**src/rtl/letter_pkg.sv**
```systemverilog
// Shared letter codes, home message and scroller FSM encoding.
// The seven-segment digit decoder keys off the same LTR_* codes.
package letter_pkg;

  localparam logic [2:0] LTR_H     = 3'd0;
  localparam logic [2:0] LTR_E     = 3'd1;
  localparam logic [2:0] LTR_L     = 3'd2;
  localparam logic [2:0] LTR_O     = 3'd3;
  localparam logic [2:0] LTR_BLANK = 3'd4;

  // H,E,L,L,O,_,_,_ from HEX7 (bits [23:21]) down to HEX0 (bits [2:0]).
  localparam logic [23:0] HOME_MSG = {LTR_H, LTR_E, LTR_L, LTR_L,
                                      LTR_O, LTR_BLANK, LTR_BLANK, LTR_BLANK};

  typedef enum logic [1:0] {
    ST_STOP = 2'd0,
    ST_RUN  = 2'd1,
    ST_HOLD = 2'd2
  } state_t;

  // HEX7 code wraps around to HEX0.
  function automatic logic [23:0] rot_left3(input logic [23:0] m);
    return {m[20:0], m[23:21]};
  endfunction

  // HEX0 code wraps around to HEX7.
  function automatic logic [23:0] rot_right3(input logic [23:0] m);
    return {m[2:0], m[23:3]};
  endfunction

endpackage

```
**src/rtl/tick_prescaler.sv**
```systemverilog
// Free-running 0..TICK_DIV-1 counter producing a one-cycle terminal-count pulse.
// TICK_DIV must be at least 2.
module tick_prescaler #(
  parameter int TICK_DIV = 25_000_000
) (
  input  logic Clock,
  input  logic Reset,
  input  logic clr,
  input  logic en,
  output logic tc
);

  localparam int CW = $clog2(TICK_DIV);
  localparam logic [CW-1:0] LAST = CW'(TICK_DIV - 1);

  logic [CW-1:0] r_cnt;
  logic          w_at_last;

  assign w_at_last = (r_cnt == LAST);
  // clr wins over a coincident terminal count so callers never see a stale pulse.
  assign tc = en & ~clr & w_at_last;

  // Count while enabled, wrap to 0 at the terminal count, clear on request.
  always_ff @(posedge Clock or posedge Reset) begin
    if (Reset) begin
      r_cnt <= '0;
    end else if (clr) begin
      r_cnt <= '0;
    end else if (en) begin
      if (w_at_last) r_cnt <= '0;
      else           r_cnt <= r_cnt + 1'b1;
    end
  end

endmodule

```
**src/rtl/letter_scroller.sv**
```systemverilog
// Scrolls "HELLO" across eight 3-bit letter slots, one rotation per TICK_DIV
// cycles, dwelling HOLD_STEPS step periods whenever the message is back home.
module letter_scroller
  import letter_pkg::*;
#(
  parameter int TICK_DIV   = 25_000_000,
  parameter int HOLD_STEPS = 2
) (
  input  logic        Clock,
  input  logic        Reset,
  input  logic        Run,
  input  logic        Dir,
  input  logic        Clear,
  output logic [23:0] Letters,
  output logic        Step,
  output logic        Aligned,
  output state_t      o_state
);

  state_t      r_state;
  state_t      w_next;
  logic [23:0] r_letters;
  logic [2:0]  r_pos;
  logic        r_step;
  logic        r_aligned;
  logic [31:0] r_hold;

  logic        w_en;
  logic        w_clr;
  logic        w_tc;
  logic        w_rot;
  logic [23:0] w_rot_msg;
  logic [2:0]  w_rot_pos;
  logic        w_hold_done;

  // Prescaler only runs in RUN/HOLD; dropping Run or Clear zeroes it at once.
  assign w_en  = (r_state != ST_STOP);
  assign w_clr = Clear | ~Run | (r_state == ST_STOP);

  tick_prescaler #(
    .TICK_DIV (TICK_DIV)
  ) u_prescaler (
    .Clock (Clock),
    .Reset (Reset),
    .clr   (w_clr),
    .en    (w_en),
    .tc    (w_tc)
  );

  // Dir is only looked at here, so it takes effect at the terminal-count edge.
  assign w_rot       = w_tc & (r_state == ST_RUN);
  assign w_rot_msg   = Dir ? rot_right3(r_letters) : rot_left3(r_letters);
  assign w_rot_pos   = Dir ? (r_pos - 3'd1) : (r_pos + 3'd1);
  assign w_hold_done = w_tc & (r_hold == 32'(HOLD_STEPS - 1));

  // State register.
  always_ff @(posedge Clock or posedge Reset) begin
    if (Reset) r_state <= ST_STOP;
    else       r_state <= w_next;
  end

  // Next-state logic; Clear overrides everything but keeps RUN if Run is high.
  always_comb begin
    w_next = r_state;
    if (Clear) begin
      w_next = Run ? ST_RUN : ST_STOP;
    end else begin
      case (r_state)
        ST_STOP: if (Run) w_next = ST_RUN;
        ST_RUN: begin
          if (!Run)                                          w_next = ST_STOP;
          else if (w_rot && w_rot_pos == 3'd0 && HOLD_STEPS > 0) w_next = ST_HOLD;
        end
        ST_HOLD: begin
          if (!Run)            w_next = ST_STOP;
          else if (w_hold_done) w_next = ST_RUN;
        end
        default: w_next = ST_STOP;
      endcase
    end
  end

  // Counts completed step periods while dwelling; zero whenever not in HOLD.
  always_ff @(posedge Clock or posedge Reset) begin
    if (Reset) begin
      r_hold <= '0;
    end else if (r_state == ST_HOLD && w_next == ST_HOLD) begin
      if (w_tc) r_hold <= r_hold + 32'd1;
    end else begin
      r_hold <= '0;
    end
  end

  // Rotation register, position counter and registered status outputs.
  always_ff @(posedge Clock or posedge Reset) begin
    if (Reset) begin
      r_letters <= HOME_MSG;
      r_pos     <= 3'd0;
      r_step    <= 1'b0;
      r_aligned <= 1'b1;
    end else if (Clear) begin
      r_letters <= HOME_MSG;
      r_pos     <= 3'd0;
      r_step    <= 1'b0;
      r_aligned <= 1'b1;
    end else if (w_rot) begin
      r_letters <= w_rot_msg;
      r_pos     <= w_rot_pos;
      r_step    <= 1'b1;
      r_aligned <= (w_rot_pos == 3'd0);
    end else begin
      r_step    <= 1'b0;
    end
  end

  assign Letters = r_letters;
  assign Step    = r_step;
  assign Aligned = r_aligned;
  assign o_state = r_state;

endmodule

```
**config.mk**
```make
export PLATFORM = sky130hd
export DESIGN_NAME = letter_scroller
export DESIGN_NICKNAME = d
export VERILOG_FILES = /design/src/rtl/letter_pkg.sv /design/src/rtl/tick_prescaler.sv /design/src/rtl/letter_scroller.sv
export SDC_FILE = /design/constraint.sdc
export NUM_CORES = 1
export LEC_CHECK = 0
export ABC_AREA = 1
export CORE_UTILIZATION = 35
export CTS_CLUSTER_DIAMETER = 200
export CTS_CLUSTER_SIZE = 8
export DETAILED_ROUTE_END_ITERATION = 16
export GPL_TIMING_DRIVEN = 1
export PLACE_DENSITY_LB_ADDON = 0.15
export SLEW_MARGIN = 10
export SYNTH_ARGS = -nofsm -noshare
export SYNTH_HDL_FRONTEND = slang
export SYNTH_SLANG_ARGS = --single-unit
```
**constraint.sdc**
```tcl
create_clock -name Clock -period 3.75 [get_ports Clock]
set_input_delay 0.9375 -clock Clock [delete_from_list [all_inputs] [get_ports Clock]]
set_output_delay 0.9375 -clock Clock [all_outputs]
set_load 0.01 [all_outputs]
```
# After elaboration in Yosys (flattened, before gate mapping)
# Index checks and enable logic that the tools add are counted.
# Widths: inputs -> output; s select.
dict set report classes {
  reduce_logical 7
  bitwise 8
  muxes 23
  eq_ne 6
  addsub 4
}
# cell count
set ops {}
lappend ops {{$mux 25} 3}
lappend ops {{$mux 24} 3}
lappend ops {{$mux 32} 2}
lappend ops {{$add 32x1->32 const B} 1}
lappend ops {{$eq 32x1->1 const B} 1}
lappend ops {{$add 25x1->25 const B} 1}
lappend ops {{$eq 25x25->1 const B} 1}
lappend ops {{$mux 2} 6}
lappend ops {{$mux 3} 3}
lappend ops {{$pmux 2 s3} 1}
lappend ops {{$reduce_bool 2->1} 3}
lappend ops {{$mux 1} 5}
lappend ops {{$and 1x1->1} 4}
lappend ops {{$eq 2x2->1 const B} 2}
lappend ops {{$add 3x1->3 const B} 1}
lappend ops {{$logic_not 3->1} 1}
lappend ops {{$sub 3x1->3 const B} 1}
lappend ops {{$eq 2x1->1 const B} 1}
lappend ops {{$logic_and 1x1->1} 2}
lappend ops {{$logic_not 2->1} 1}
lappend ops {{$ne 2x2->1 const B} 1}
lappend ops {{$not 1->1} 2}
lappend ops {{$or 1x1->1} 2}
dict set report totals {
  in_bits 5
  out_inout_bits 28
  elab_cells 55
  regBits 88
}

# Longest topological paths before layout
dict set report depth {
  depth_word 15
  mapped_depth 13
  ltp_nobuf 13
}

# Modules after synthesis
# Synthesis repeated with hierarchy kept, for this count alone.
dict set report hier_totals {
  cells_unflattened 653
  area_unflattened_um2 5159.9
}
# module instances area_each_um2 cells_each seq_area_each_um2
set by_module_without_submodules {}
lappend by_module_without_submodules {letter_scroller 1 3503.4 434 1587.8}
lappend by_module_without_submodules {tick_prescaler 1 1656.6 219 625.6}

# Worst setup path after synthesis
# No wires, ideal clock.
dict set report synth_path {
  path_kind {in2reg}
  startpoint {input Clear}
  endpoint {register r_hold[17]}
  t_required_ps 3630
  slack_ps 1386
  arrival_time_ps 2244
  stages 10
  path_buffers 2
  setup_ps 120
  path_cell_list {buf_6 nor3_4 inv_2 nor3_2 nand2_1 nand3_1 nand2_2 nand3b_4 buf_6 nor2_1}
}
dict set report synth_between {
  elab_chain_len 14
  word_cells_on_any_way 18
  classes_between {eq/ne: 2; mux: 7; bitwise: 7; reduce/logical: 2}
}
# item line
set synth_rtl {}
lappend synth_rtl {{from (decl)} letter_scroller.sv:13} ;# input logic Clear,
lappend synth_rtl {{$or 1x1->1 (2 in series)} letter_scroller.sv:38} ;# assign w_clr = Clear | ~Run | (r_state == ST_STOP);
lappend synth_rtl {{$not 1->1} tick_prescaler.sv:21} ;# assign tc = en & ~clr & w_at_last;
lappend synth_rtl {{$and 1x1->1 (2 in series)} tick_prescaler.sv:21}
lappend synth_rtl {{$and 1x1->1} letter_scroller.sv:51} ;# assign w_rot = w_tc & (r_state == ST_RUN);
lappend synth_rtl {{$logic_and 1x1->1} letter_scroller.sv:72} ;# else if (w_rot && w_rot_pos == 3'd0 && HOLD_STEPS > 0) w_next = ST_HOLD;
lappend synth_rtl {{$mux 2} letter_scroller.sv:72}
lappend synth_rtl {{$mux 2} letter_scroller.sv:71} ;# if (!Run) w_next = ST_STOP;
lappend synth_rtl {{$pmux 2 s3} letter_scroller.sv:68} ;# case (r_state)
lappend synth_rtl {{$mux 2} letter_scroller.sv:65} ;# if (Clear) begin
lappend synth_rtl {{$eq 2x2->1} letter_scroller.sv:87} ;# end else if (r_state == ST_HOLD && w_next == ST_HOLD) begin
lappend synth_rtl {{$logic_and 1x1->1} letter_scroller.sv:87}
lappend synth_rtl {{$ne 2x2->1 (no line) / $mux 32 (equally long branches)} -}
lappend synth_rtl {{to (signal assigned)} letter_scroller.sv:88} ;# if (w_tc) r_hold <= r_hold + 32'd1;
lappend synth_rtl {{to (decl)} letter_scroller.sv:26} ;# logic [31:0] r_hold;
# Several ways; a longest one is shown, not always the timed one.
# A chain may end at the register's enable or synchronous reset.

# Final worst setup path
dict set report layout_path {
  startpoint {input Run}
  endpoint {register r_hold[24]}
}
dict set report layout_between {
  elab_chain_len 15
  word_cells_on_any_way 21
  classes_between {eq/ne: 2; mux: 9; bitwise: 8; reduce/logical: 2}
}
# item line
set layout_rtl {}
lappend layout_rtl {{from (decl)} letter_scroller.sv:11} ;# input logic Run,
lappend layout_rtl {{$not 1->1} letter_scroller.sv:38}
lappend layout_rtl {{$or 1x1->1 (2 in series)} letter_scroller.sv:38}
lappend layout_rtl {{$not 1->1} tick_prescaler.sv:21}
lappend layout_rtl {{$and 1x1->1 (2 in series)} tick_prescaler.sv:21}
lappend layout_rtl {{$and 1x1->1} letter_scroller.sv:51}
lappend layout_rtl {{$logic_and 1x1->1} letter_scroller.sv:72}
lappend layout_rtl {{$mux 2} letter_scroller.sv:72}
lappend layout_rtl {{$mux 2} letter_scroller.sv:71}
lappend layout_rtl {{$pmux 2 s3} letter_scroller.sv:68}
lappend layout_rtl {{$mux 2} letter_scroller.sv:65}
lappend layout_rtl {{$eq 2x2->1} letter_scroller.sv:87}
lappend layout_rtl {{$logic_and 1x1->1} letter_scroller.sv:87}
lappend layout_rtl {{$ne 2x2->1 (no line) / $mux 32 (equally long branches)} -}
# Several ways; a longest one is shown, not always the timed one.

==> reports/qor_table.md <==
| Step | Metric | This run |
|:---|:---|:---|
| status | Outcome | completed |
| global route | Vias in the first global route | 4059 |
| global route | GRT Overall Usage | 16.9% |
| floorplanning | Die ar. | 14200 um^2 |
| timing | Post-route fraction of the period consumed by the critical path | 79.1% |
| clock network | CTS tree | yes |
| timing | Final Hold Fails | 0 |
| global route | Number of antenna violations at the first check in global routing | 0 |
| clock network | Clock tree sinks | 88 |
| timing | Total setup violations reported at the end of the flow | 0 |
| clock network | Cell at the root of the clock tree | sky130_fd_sc_hd__clkbuf_16 |
| power and ir drop | Leak pwr | 2.40 nW |
| worst setup path | FF-to-FF setup slack | 1.32 ns |
| synthesis | Register area share after synthesis | 46.1% |
| timing | Clock skew | 0.0135 ns |
| worst setup path | Launch point of the worst reg-to-reg path | u_prescaler.r_cnt[0] |
| min path | Hold Path Stages | 1 |
| global route | Maximum number of pins on one net before global-route repair | 50 |
| clock network | H-Tree Depth | 3 |
| floorplanning | Starting utilization of the core area | 36.1% |
| worst setup path | CP delay by family, top | simple AND/OR/NAND/NOR gates |
| worst setup path | Number of cells traversed by the worst register-to-register path | 11 |
| timing | Transition time of the tightest slew-check pin | 0.733 ns |
| worst setup path | Sort of element at the end of the critical path | flip-flop |
| floorplanning | Core region area | 13300 um^2 |
| finish | Post-layout utilization of the core | 42.5% |
| synthesis | Flops & latches, synth | 88 |
| finish | Layout overhead on the synthesized area | 17.7% |
| worst setup path | Worst Path Class, Setup | input port to flip-flop |
| synthesis | Avg Cell Area, Syn | 8.05 um^2 |
| synthesis | Most instantiated flip-flop cell in the synthesis netlist | sky130_fd_sc_hd__dfrtp_1 |
| placed design | Placed cell count | 796 |
| floorplanning | Die Wd | 119 um |
| timing | Worst hold slack | 0.485 ns |
| placed design | Count of input and output buffers | 32 |
| synthesis | Count of flip-flops with a built-in enable after synthesis | 0 |
| worst setup path | Buf/Inv on CP | 3 |
| worst setup path | Cell with the largest stage delay on the worst path | sky130_fd_sc_hd__clkdlybuf4s50_1 |
| detailed routing | Number of vias per cell after detailed routing | 4.88 |
| global route | GRT Residual Overflow | 0 |
| worst setup path | Required time worst endpoint | 3.96 ns |
| floorplanning | Y dimension of the die | 119 um |
| finish | Multi-input logic area | 2250 um^2 |
| finish | Final instance count without filler cells | 812 |
| worst setup path | Worst path arrival time | 3.18 ns |
| worst setup path | Cells along the critical path | clkdlybuf4s50_1 -> inv_1 -> nor3_4 -> inv_2 -> nor3_2 -> nand2_1 -> nand3_1 -> nand2_2 -> nand3b_4 -> nor2_1 |
| clock network | Clock transition time at the flip-flop clock pins of the worst setup and hold paths | 0.06 ns |
| worst setup path | Slowest stage delay, CP | 0.51 ns |
| clock network | Insertion delay to the later sink of the worst-skew pair | 0.35 ns |
| global route | First-pass GRT wire length | 19400 um |
| detailed routing | Count of unresolved DRC violations after routing | 0 |
| finish | Reg area | 2210 um^2 |
| timing | Number of pins exceeding their max-slew limit in the final report | 0 |
| placed design | Post-detail-place hpwl | 7490 um |
| finish | Share of layout cells above drive strength 1 | 7.08% |
| finish | Number of antenna repair diodes | 0 |
| power and ir drop | Power density relative to cell area | 365 nW/um^2 |
| clock network | Max clock buf depth | 2 |
| detailed routing | Wire per inst | 13.3 um |
| floorplanning | Number of placement rows | 42 |
| min path | Worst hold endpoint | u_prescaler.r_cnt[0] |
| synthesis | Synthesized cell area | 4800 um^2 |
| timing | Setup TNS | 0 ns |
| timing | Max-Slew Margin vs Limit | 50.8% |
| detailed routing | Vias post-DR | 3961 |
| detailed routing | Number of routed nets with antenna violations | 0 |
| synthesis | Syn Nets | 608 |
| worst setup path | Startpoint types | input port |
| clock network | Number of buffers created by CTS | 9 |
| synthesis | Share of flip-flops with an asynchronous set or reset after synthesis | 100% |
| worst setup path | Worst R2R End | Letters[10] |
| floorplanning | Number of placed I/O pins | 33 |
| clock network | Hold buffers post-CTS | 0 |
| detailed routing | 1st-iter DRT viols | 212 |
| detailed routing | Total wirelength of the detailed-routed design | 10800 um |
| power and ir drop | Highest ir drop seen on vdd | 0.227 mV |
| finish | Nets@finish | 642 |
| timing | Worst Setup Slack, final | 0.783 ns |
| clock network | Quantity of gates resized following cts | 0 |
| timing | Setup repair after global routing missed its margin | no |
| synthesis | Post-Syn Instances | 597 |
| timing | Highest achievable clock rate | 337 MHz |
| placed design | Pre-CTS setup slack | 0.387 ns |
| timing | Post-route minimum period | 2.97 ns |
| clock network | Buffers inserted by post-CTS timing repair | 0 |
| placed design | RD Place Congestion | 0.809 |
| detailed routing | Router iterations before antenna repair | 4 |
| synthesis | Synth unique cells | 39 |
| min path | Min-Delay Path Class | flip-flop to flip-flop |
| worst setup path | Max Fanout on Critical Path | 32 |
| finish | Count of filler cells inserted in the layout | 1363 |
| flow run | Max-capacitance violation count | 0 |
| synthesis | Ys Warns | 0 |
| min path | Startpoint of the lowest-slack hold path | u_prescaler.r_cnt[0] |
-- cell usage after synthesis (2+ instances only) --
cell | count | area, um^2
sky130_fd_sc_hd__a21oi_1 | 27 | 135
sky130_fd_sc_hd__buf_2 | 2 | 10.0
sky130_fd_sc_hd__buf_6 | 4 | 45.0
sky130_fd_sc_hd__clkbuf_1 | 8 | 30.0
sky130_fd_sc_hd__dfrtp_1 | 79 | 1980
sky130_fd_sc_hd__dfstp_2 | 9 | 236
sky130_fd_sc_hd__ha_1 | 5 | 62.6
sky130_fd_sc_hd__inv_1 | 66 | 248
sky130_fd_sc_hd__inv_2 | 2 | 7.51
sky130_fd_sc_hd__mux2i_1 | 18 | 180
sky130_fd_sc_hd__nand2_1 | 102 | 383
sky130_fd_sc_hd__nand2_2 | 2 | 12.5
sky130_fd_sc_hd__nand3_1 | 45 | 225
sky130_fd_sc_hd__nand4_1 | 15 | 93.8
sky130_fd_sc_hd__nor2_1 | 110 | 413
sky130_fd_sc_hd__nor2_2 | 2 | 12.5
sky130_fd_sc_hd__nor2_4 | 2 | 22.5
sky130_fd_sc_hd__nor3_1 | 15 | 75.1
sky130_fd_sc_hd__nor3b_1 | 2 | 15.0
sky130_fd_sc_hd__nor4_1 | 3 | 18.8
sky130_fd_sc_hd__o21a_1 | 2 | 15.0
sky130_fd_sc_hd__o21ai_0 | 30 | 150
sky130_fd_sc_hd__o21ai_1 | 3 | 15.0
sky130_fd_sc_hd__o21bai_1 | 2 | 15.0
sky130_fd_sc_hd__o22ai_1 | 4 | 25.0
sky130_fd_sc_hd__xnor2_1 | 11 | 96.3
sky130_fd_sc_hd__xor2_1 | 15 | 131
-- worst reg2reg max path, delay by kind of cell, from the launching register on --
| family | cells | cell delay (ns) |
|---|---|---|
| AO/OA/AOI/OAI | 1 | 0.06 |
| flip-flops | 1 | 0.40 |
| adder cells (fa/ha/maj) | 1 | 0.25 |
| AND/OR/NAND/NOR | 8 | 1.17 |
| buffers and inverters | 1 | 0.48 |
-- per-stage QoR --
stage          total power [mW]  cell area, um^2
3_5_place_dp               1.05             5320
5_1_grt                    2.14             5650
6_report                   2.06             5650
4_1_cts                    2.10             5650
3_3_place_gp               1.05             5320
2_1_floorplan              1.02             4800
-- logic make-up (layout without fill, tap and decap cells) --
kind of cell | Yosys count | after routing | synth area share (%)
AND/OR/NAND/NOR | 308 | 308 | 29.2
adder cells (fa/ha/maj) | 6 | 6 | 1.72
multiplexers | 18 | 18 | 3.75
AO/OA/AOI/OAI | 68 | 68 | 7.40
XOR/XNOR | 26 | 26 | 4.74
buffers and inverters | 83 | 122 | 7.16
flip-flops | 88 | 88 | 46.1
-- routing by layer --
metal / wire length, um / global-route usage (%) / vias to the layer above
met5: 0 / 0 / -
met4: 150 / 5.38 / 0
met3: 402 / 3.88 / 13
met2: 4910 / 26.9 / 73
met1: 5310 / 22.8 / 1868
li1: - / - / 2007
-- power by group --
part           internal [mW]  switching, mW  total, mW
Combinational         0.0227         0.0511     0.0738
Clock                  0.654          0.380       1.03
Sequential             0.951        0.00173      0.953
-- cells in the final DEF (no fill, tap or decap), drive strengths merged, types with 2 or more instances in the layout --
cell type	n
nor2	115
nand2	105
dfrtp	79
inv	68
nand3	47
o21ai	33
clkdlybuf4s50	32
a21oi	27
mux2i	18
nor3	17
nand4	15
xor2	15
xnor2	11
clkbuf	11
dfstp	9
buf	6
ha	5
o22ai	4
nor4	3
bufinv	3
nor3b	2
o21bai	2
o21a	2
nand3b	2
-- state kept, by name, indices dropped and copies added (netlist names) --
| register | count |
|---|---|
| o_state | 2 |
| Aligned | 1 |
| r_hold | 32 |
| Letters | 24 |
| Step | 1 |
| r_pos | 3 |
| u_prescaler.r_cnt | 25 |
-- how the worst max path moves through the flow --
stage | start | to | slack [ns] | cells after the start
2_1_floorplan | Reset | Letters[0] | 0.55 | 1
3_3_place_gp | Run | r_hold[24] | 0.52 | 10
3_5_place_dp | Run | r_hold[24] | 0.39 | 10
4_1_cts | Run | r_hold[24] | 0.76 | 10
5_1_grt | Run | r_hold[24] | 0.51 | 10
6_report | Run | r_hold[24] | 0.78 | 10
-- final cells by class --
type / instances / share of cell area (%)
clock buffers: 11 / 4.12
multi-input cells: 426 / 39.7
clock inverters: 5 / 1.88
flip-flops and latches: 88 / 39.1
well taps: 176 / 3.89
inverters: 68 / 4.54
repair buffers: 38 / 6.68
Note: power is estimated with default switching activity, not from simulation.
